$ cat config.mk
export PLATFORM = sky130hd
export DESIGN_NAME = eth_rx_fcs_check
export DESIGN_NICKNAME = d
export VERILOG_FILES = /design/src/rtl/eth_pkg.sv /design/src/rtl/crc32_d8.sv /design/src/rtl/eth_rx_fcs_check.sv
export SDC_FILE = /design/constraint.sdc
export NUM_CORES = 1
export LEC_CHECK = 0
export BUFFER_PORTS_ARGS = -buffer_cell sky130_fd_sc_hd__buf_2
export CAP_MARGIN = 20
export CORE_AREA = 3 3 125 127
export DETAILED_ROUTE_END_ITERATION = 16
export DIE_AREA = 0 0 128 130
export PLACE_DENSITY = 0.75
export SYNTH_ARGS = -nofsm -noshare
export SYNTH_HDL_FRONTEND = slang
export SYNTH_HIERARCHICAL = 1
export SYNTH_SLANG_ARGS = --single-unit
$ cat constraint.sdc
create_clock -name i_sys_clk -period 9.8 [get_ports i_sys_clk]
set_input_delay 1.96 -clock i_sys_clk [delete_from_list [all_inputs] [get_ports i_sys_clk]]
set_output_delay 1.96 -clock i_sys_clk [all_outputs]
set_load 0.1 [all_outputs]
$ cat src/rtl/eth_pkg.sv
// Shared constants, FSM state type and bit-reversal helper for the Ethernet RX FCS checker.
package eth_pkg;

    localparam logic [31:0] CRC32_POLY = 32'h04C1_1DB7;
    localparam logic [31:0] CRC32_INIT = 32'hFFFF_FFFF;

    typedef enum logic [1:0] {
        IDLE,
        FILL,
        STREAM
    } fsm_state_t;

    function automatic logic [31:0] bitrev32(input logic [31:0] x);
        logic [31:0] r;
        r = '0;
        for (int i = 0; i < 32; i++) begin
            r[i] = x[31-i];
        end
        return r;
    endfunction

endpackage

$ cat src/rtl/crc32_d8.sv
// One-byte CRC-32 update, non-reflected register, data bits consumed LSB first (wire order).
module crc32_d8
    import eth_pkg::*;
(
    input  logic [31:0] crc_in,
    input  logic [7:0]  data,
    output logic [31:0] crc_out
);

    logic [31:0] crc_work;

    always_comb begin
        crc_work = crc_in;
        for (int i = 0; i < 8; i++) begin
            crc_work = {crc_work[30:0], 1'b0} ^ ((crc_work[31] ^ data[i]) ? CRC32_POLY : 32'h0);
        end
        crc_out = crc_work;
    end

endmodule

$ cat src/rtl/eth_rx_fcs_check.sv
// RX FCS checker: holds back the last 4 bytes of each frame, CRCs the payload, strips the FCS
// and reports each frame good/bad with cause bits and saturating frame counters.
module eth_rx_fcs_check
    import eth_pkg::*;
#(
    parameter int MIN_LEN = 64,
    parameter int MAX_LEN = 1518,
    parameter int CNT_W   = 16
) (
    input  logic             i_sys_clk,
    input  logic             i_rstn,
    input  logic [7:0]       i_data,
    input  logic             i_valid,
    input  logic             i_last,
    input  logic             i_rx_err,
    output logic [7:0]       o_data,
    output logic             o_valid,
    output logic             o_last,
    output logic             o_good,
    output logic             o_bad,
    output logic             o_err_fcs,
    output logic             o_err_len,
    output logic [CNT_W-1:0] o_good_cnt,
    output logic [CNT_W-1:0] o_bad_cnt
);

    localparam int LEN_W = $clog2(MAX_LEN + 2) + 1;

    fsm_state_t       state_reg;
    logic [2:0]       fill_reg;
    logic [31:0]      dl_reg;
    logic [31:0]      dl_next;
    logic [31:0]      crc_reg;
    logic [31:0]      crc_upd;
    logic [LEN_W-1:0] len_reg;
    logic [LEN_W-1:0] len_now;
    logic             rx_err_reg;

    logic             rx_err_any;
    logic             len_bad;
    logic [31:0]      fcs_rx;
    logic [31:0]      fcs_exp;
    logic             fcs_ok;
    logic             frame_end;
    logic             runt;
    logic             frame_good;
    logic             good_evt;
    logic             bad_evt;

    // Byte 0 of the delay line is the newest byte, byte 3 the oldest (next payload byte out).
    assign dl_next[7:0] = i_data;
    for (genvar gi = 1; gi < 4; gi++) begin : g_delay
        assign dl_next[gi*8 +: 8] = dl_reg[(gi-1)*8 +: 8];
    end

    crc32_d8 u_crc (
        .crc_in  (crc_reg),
        .data    (dl_reg[31:24]),
        .crc_out (crc_upd)
    );

    assign len_now    = (&len_reg) ? len_reg : len_reg + 1'b1;
    assign len_bad    = (len_now < LEN_W'(MIN_LEN)) || (len_now > LEN_W'(MAX_LEN));
    assign rx_err_any = rx_err_reg | i_rx_err;

    // The FCS was sent byte0 first; byte0 is now the oldest held byte after the outgoing one.
    assign fcs_rx  = {i_data, dl_reg[7:0], dl_reg[15:8], dl_reg[23:16]};
    assign fcs_exp = ~bitrev32(crc_upd);
    assign fcs_ok  = (fcs_rx == fcs_exp);

    // A frame of 4 bytes or fewer never reaches STREAM and so carries no payload at all.
    assign frame_end  = i_valid && i_last && (state_reg == STREAM);
    assign runt       = i_valid && i_last && (state_reg != STREAM);
    assign frame_good = fcs_ok && !rx_err_any && !len_bad;
    assign good_evt   = frame_end && frame_good;
    assign bad_evt    = (frame_end && !frame_good) || runt;

    always_ff @(posedge i_sys_clk or negedge i_rstn) begin
        if (!i_rstn) begin
            state_reg  <= IDLE;
            fill_reg   <= '0;
            dl_reg     <= '0;
            crc_reg    <= CRC32_INIT;
            len_reg    <= '0;
            rx_err_reg <= 1'b0;
            o_data     <= '0;
            o_valid    <= 1'b0;
            o_last     <= 1'b0;
            o_good     <= 1'b0;
            o_bad      <= 1'b0;
            o_err_fcs  <= 1'b0;
            o_err_len  <= 1'b0;
        end else begin
            o_valid   <= 1'b0;
            o_last    <= 1'b0;
            o_good    <= good_evt;
            o_bad     <= bad_evt;
            o_err_fcs <= frame_end && !fcs_ok;
            o_err_len <= (frame_end && len_bad) || runt;

            if (i_valid) begin
                dl_reg     <= dl_next;
                len_reg    <= len_now;
                rx_err_reg <= rx_err_any;

                if (state_reg == STREAM) begin
                    o_data  <= dl_reg[31:24];
                    o_valid <= 1'b1;
                    crc_reg <= crc_upd;
                end

                if (i_last) begin
                    // Clear everything in this edge so the next frame may start on the next cycle.
                    state_reg  <= IDLE;
                    fill_reg   <= '0;
                    crc_reg    <= CRC32_INIT;
                    len_reg    <= '0;
                    rx_err_reg <= 1'b0;
                    o_last     <= frame_end;
                end else begin
                    case (state_reg)
                        IDLE: begin
                            state_reg <= FILL;
                            fill_reg  <= 3'd1;
                        end
                        FILL: begin
                            fill_reg <= fill_reg + 3'd1;
                            if (fill_reg == 3'd3) begin
                                state_reg <= STREAM;
                            end
                        end
                        default: begin
                            state_reg <= STREAM;
                        end
                    endcase
                end
            end
        end
    end

    always_ff @(posedge i_sys_clk or negedge i_rstn) begin
        if (!i_rstn) begin
            o_good_cnt <= '0;
            o_bad_cnt  <= '0;
        end else begin
            if (good_evt && !(&o_good_cnt)) begin
                o_good_cnt <= o_good_cnt + 1'b1;
            end
            if (bad_evt && !(&o_bad_cnt)) begin
                o_bad_cnt <= o_bad_cnt + 1'b1;
            end
        end
    end

endmodule

[Word level (Yosys, flattened, before mapping)]
Cells that the tools add are included.
Operators by class
  $add $sub $neg: 4
  order comparisons: 2
  equal/unequal tests: 6
  mux-type cells: 22
  bitwise logic cells: 18
  reductions and logical operators: 30
Operators by type and width (count)
  $xor 32x32->32: 8
  $mux 27: 8
  $mux 32: 2
  $add 16x1->16 const B: 2
  $eq 32x32->1: 1
  $not 32->32: 1
  $reduce_and 16->1: 2
  $mux 12: 2
  $add 12x1->12 const B: 1
  $gt 12x11->1 const B: 1
  $lt 12x7->1 const B: 1
  $reduce_and 12->1: 1
  $logic_and 1x1->1: 11
  $reduce_and 2->1: 4
  $xor 1x1->1: 8
  $logic_not 1->1: 6
  $pmux 3 s2: 1
  $mux 1: 5
  $mux 2: 2
  $pmux 2 s2: 1
  $add 3x1->3 const B: 1
  $eq 3x2->1 const B: 1
  $logic_or 1x1->1: 3
  $mux 3: 1
  8 further kinds: 8
Word-level totals
  register bits: 128
  word-level logic and storage cells: 97

[Depth between registers and ports, before layout]
  depth after elaboration: 32
  mapped depth: 13

[Modules after synthesis]
The synthesis kept the hierarchy.
Modules (own cells, without submodules)
  eth_rx_fcs_check: times used 1, cells an instance 600, area an instance 6167.2 um2
  crc32_d8: times used 1, cells an instance 64, area an instance 984.7 um2

[Worst setup path before layout]
No wires, ideal clock.
  kind: input to register
  start point: input i_data[5]
  end point: register o_good_cnt[8]
  data arrival time: 3455 ps
  required time: 9641 ps
  path slack: 6186 ps
  cell stages on the path: 10
  buffers on the path: 2
  cells stage by stage: xor2_1 -> nand4_1 -> nor4_1 -> nand2_1 -> nor4_1 -> and3_1 -> buf_6 -> buf_12 -> nand4_1 -> xnor2_1
On the way
  cells in the longest elaborated chain, start to end: 5
RTL lines
  start, declared: line eth_rx_fcs_check.sv:12  | input logic [7:0] i_data,
  $eq 32x32->1: line eth_rx_fcs_check.sv:69  | assign fcs_ok = (fcs_rx == fcs_exp);
  $logic_and 1x1->1 (2 in series): line eth_rx_fcs_check.sv:74  | assign frame_good = fcs_ok && !rx_err_any && !len_bad;
  $logic_and 1x1->1: line eth_rx_fcs_check.sv:75  | assign good_evt = frame_end && frame_good;
  $logic_and 1x1->1: line eth_rx_fcs_check.sv:146  | if (good_evt && !(&o_good_cnt)) begin
  end signal, assigned: line eth_rx_fcs_check.sv:147  | o_good_cnt <= o_good_cnt + 1'b1;
  end, declared: line eth_rx_fcs_check.sv:23  | output logic [CNT_W-1:0] o_good_cnt,
No other way between the ends.
A chain may end at the register's enable or synchronous reset.

[Worst setup path after layout]
  start point: input i_valid
  end point: register o_good_cnt[15]
On the way
  cells in the longest elaborated chain, start to end: 4
RTL lines
  start, declared: line eth_rx_fcs_check.sv:13  | input logic i_valid,
  $logic_and 1x1->1 (2 in series): line eth_rx_fcs_check.sv:72  | assign frame_end = i_valid && i_last && (state_reg == STREAM);
  $logic_and 1x1->1: line eth_rx_fcs_check.sv:75
  $logic_and 1x1->1: line eth_rx_fcs_check.sv:146
No other way between the ends.

==> metrics.txt <==
R2R Setup Slk=5.63 ns; CTS hold repair buffers=0; total power=~2.5 mW; count of cell types in the netlist=a little over 60; most frequent cells in the layout=nand2_1, dfrtp_1, buf_2; 1st-iter DRT viols=434; post-cts sizing count=0; pwr dens=305.5 mW/mm2; Crit Path Max Fanout=65; Hold WC Path Type=flop to flop; Hold Path Stages=2; end point of the critical path=o_good_cnt[15]; DP Area=0.007553 mm2; VDD IR max=roughly 0.27 mV; initial antenna violation count=0; Crit. End Element=flop; DP HPWL=11.01 mm; largest cells by area after synthesis=dfrtp_1, dfstp_2, xnor2_1; fin area=0.008195 mm2; worst-margin pin slew=roughly 0.89 ns; Syn Area/Cell=about 11 um2; # setup viols final=0; CTS tree=yes; PnR worst setup slack=between 5 and 6 ns; number of vias per cell=about 5.7; Crit Reg-Reg Endpoint=o_good_cnt[15]; first-pass GRT wire length=~27 mm; Hold Startpoint=o_data[6]; Worst setup SP type=input port; Final Skew=just under 0.009 ns; pin count of the biggest net entering global routing=just over 70; Max Cap Viol=0; CTS Sinks=roughly 130; Worst-Skew Late Latency=between 0.4 and 0.5 ns; average wire per cell in the routed design=around 18 um; final hold viol count=0; ratio of cells with drive above 1 in the final layout=a little over a quarter; post-synthesis register bit count=~130; cell type with the highest aggregate area in the netlist=dfrtp_1; Lkg Pwr=roughly 3.8 nW; CTS max path bufs=2; CP Class=input port to flop; global route overflow=0; Antenna Cells=0; GRT Overall Usage=between 20% and 30%; number of H-tree levels=4; setup TNS=0 ns; postcts setup bufs=0; Die W=approximately 130 um; Seq/Total Area, Yosys=45.35%; Critical Path RT=10.09 ns; gate count of the mapped netlist=664; area delta synth->final=14.59%; Post-synth EDFFs=0; Yosys top cell area share=about a third; Worst-path clk slew=about 0.060 ns; nets=approximately 730; port bufs=between 50 and 60; unrepaired setup endpoints after global routing=no; Synth Net Count=682; period utilization=44.52%; die area=0.01664 mm2; vias=about 5200; Main synth FF type=dfrtp_1; I/O Pins=approximately 60; most common cell after layout, fill and taps aside=nand2_1; R2R Path Start=dl_reg[25]; # DRC=0; vias in the first global route=~5300; RD Place Congestion=between 0.9 and 1; Worst Setup SP=i_valid; asr flop ratio synth=100.0%; Max Slew Vio Count=0; Reg area=around 0.0032 mm2; FP Rows=44; FMAX=229.2 MHz; core area=approximately 0.015 mm2; footprint of the multi-input gates=between 0.003 and 0.004 mm2; Arr. time, crit path=~4.7 ns; Die H=roughly 130 um; final non-filler cell total=between 900 and 1000; drt pass-1 iters=5; pre-CTS WS=approximately 5 ns; Slew headroom=about two fifths; placed insts=slightly below 900; minimum clock period=4.363 ns; CTS root buffer=clkbuf_16; Initial Util=49.21%; Syn. warnings=6; Mapped Area=a little over 0.007 mm2; reg2reg path depth=11; WL final=roughly 16 mm; TritonCTS buffer count=17; antenna viol nets, final=0; status=completed; fillcell total=between 1000 and 1500
## layout make-up
type                    instances  share of cell area, %
clock inverters                14                  2.595
clock buffers                  18                  5.237
flip-flops and latches        128                  39.57
inverters                      15                 0.6870
well taps                     184                  2.809
repair buffers                 63                  4.031
multi-input cells             489                  45.07
## synth_stat cells, drive strengths merged (8+ instances only)
cell and number:
o22ai 8, nor3 10, dfstp 32, nor2 13, a21oi 25, xor2 42
nand3 52, dfrtp 96, nand4 33, xor3 10, xnor3 8, and3 17
xnor2 66, inv 14, clkbuf 17, buf 15, nand2 113, mux2 35
## routing by layer
metal | wire length [um] | track usage (%)
met1 | 7290 | 27.06
met3 | 773 | 4.503
met2 | 7989 | 33.30
met5 | 0 | 0
met4 | 262 | 6.742
## worst min path at each step
stage / to / slack [ns]
3_5_place_dp: o_data[6] / 0.46
6_report: o_data[6] / 0.47
2_1_floorplan: fill_reg[2] / 0.44
3_3_place_gp: o_data[2] / 0.46
5_1_grt: o_data[3] / 0.50
4_1_cts: o_data[6] / 0.47
## where the power goes
group / switching (mW) / internal, mW / total, mW
logic: 0.693 / 0.441 / 1.13
clock network: 0.241 / 0.452 / 0.692
registers: 0.0709 / 0.606 / 0.677
total: 1.00 / 1.50 / 2.50
## critical path: stages
cell,delay [ns]
buf_2,0.08
buf_4,0.57
nand2_1,0.10
buf_4,0.31
clkinv_1,0.10
nand2_1,0.10
a41o_1,0.24
nor4_1,0.17
and3_1,0.58
nand4_1,0.23
xnor2_1,0.18
## kinds of logic after synthesis
kind of cell	Yosys count	share of synthesized area (%)
xor+xnor	126	21.43
compound gates	60	5.581
simple gates	262	18.11
flops	128	45.35
fa+ha+maj	5	0.8747
mux	36	5.651
buf+inv	47	3.009
## stage by stage
stage          hold WS, ns  util [%]
2_1_floorplan       0.4432         -
3_3_place_gp        0.4564     51.97
3_5_place_dp        0.4587     51.97
4_1_cts             0.4731     56.39
5_1_grt             0.4957     56.39
6_report            0.4653     56.39
Note: power is estimated with default switching activity, not from simulation.
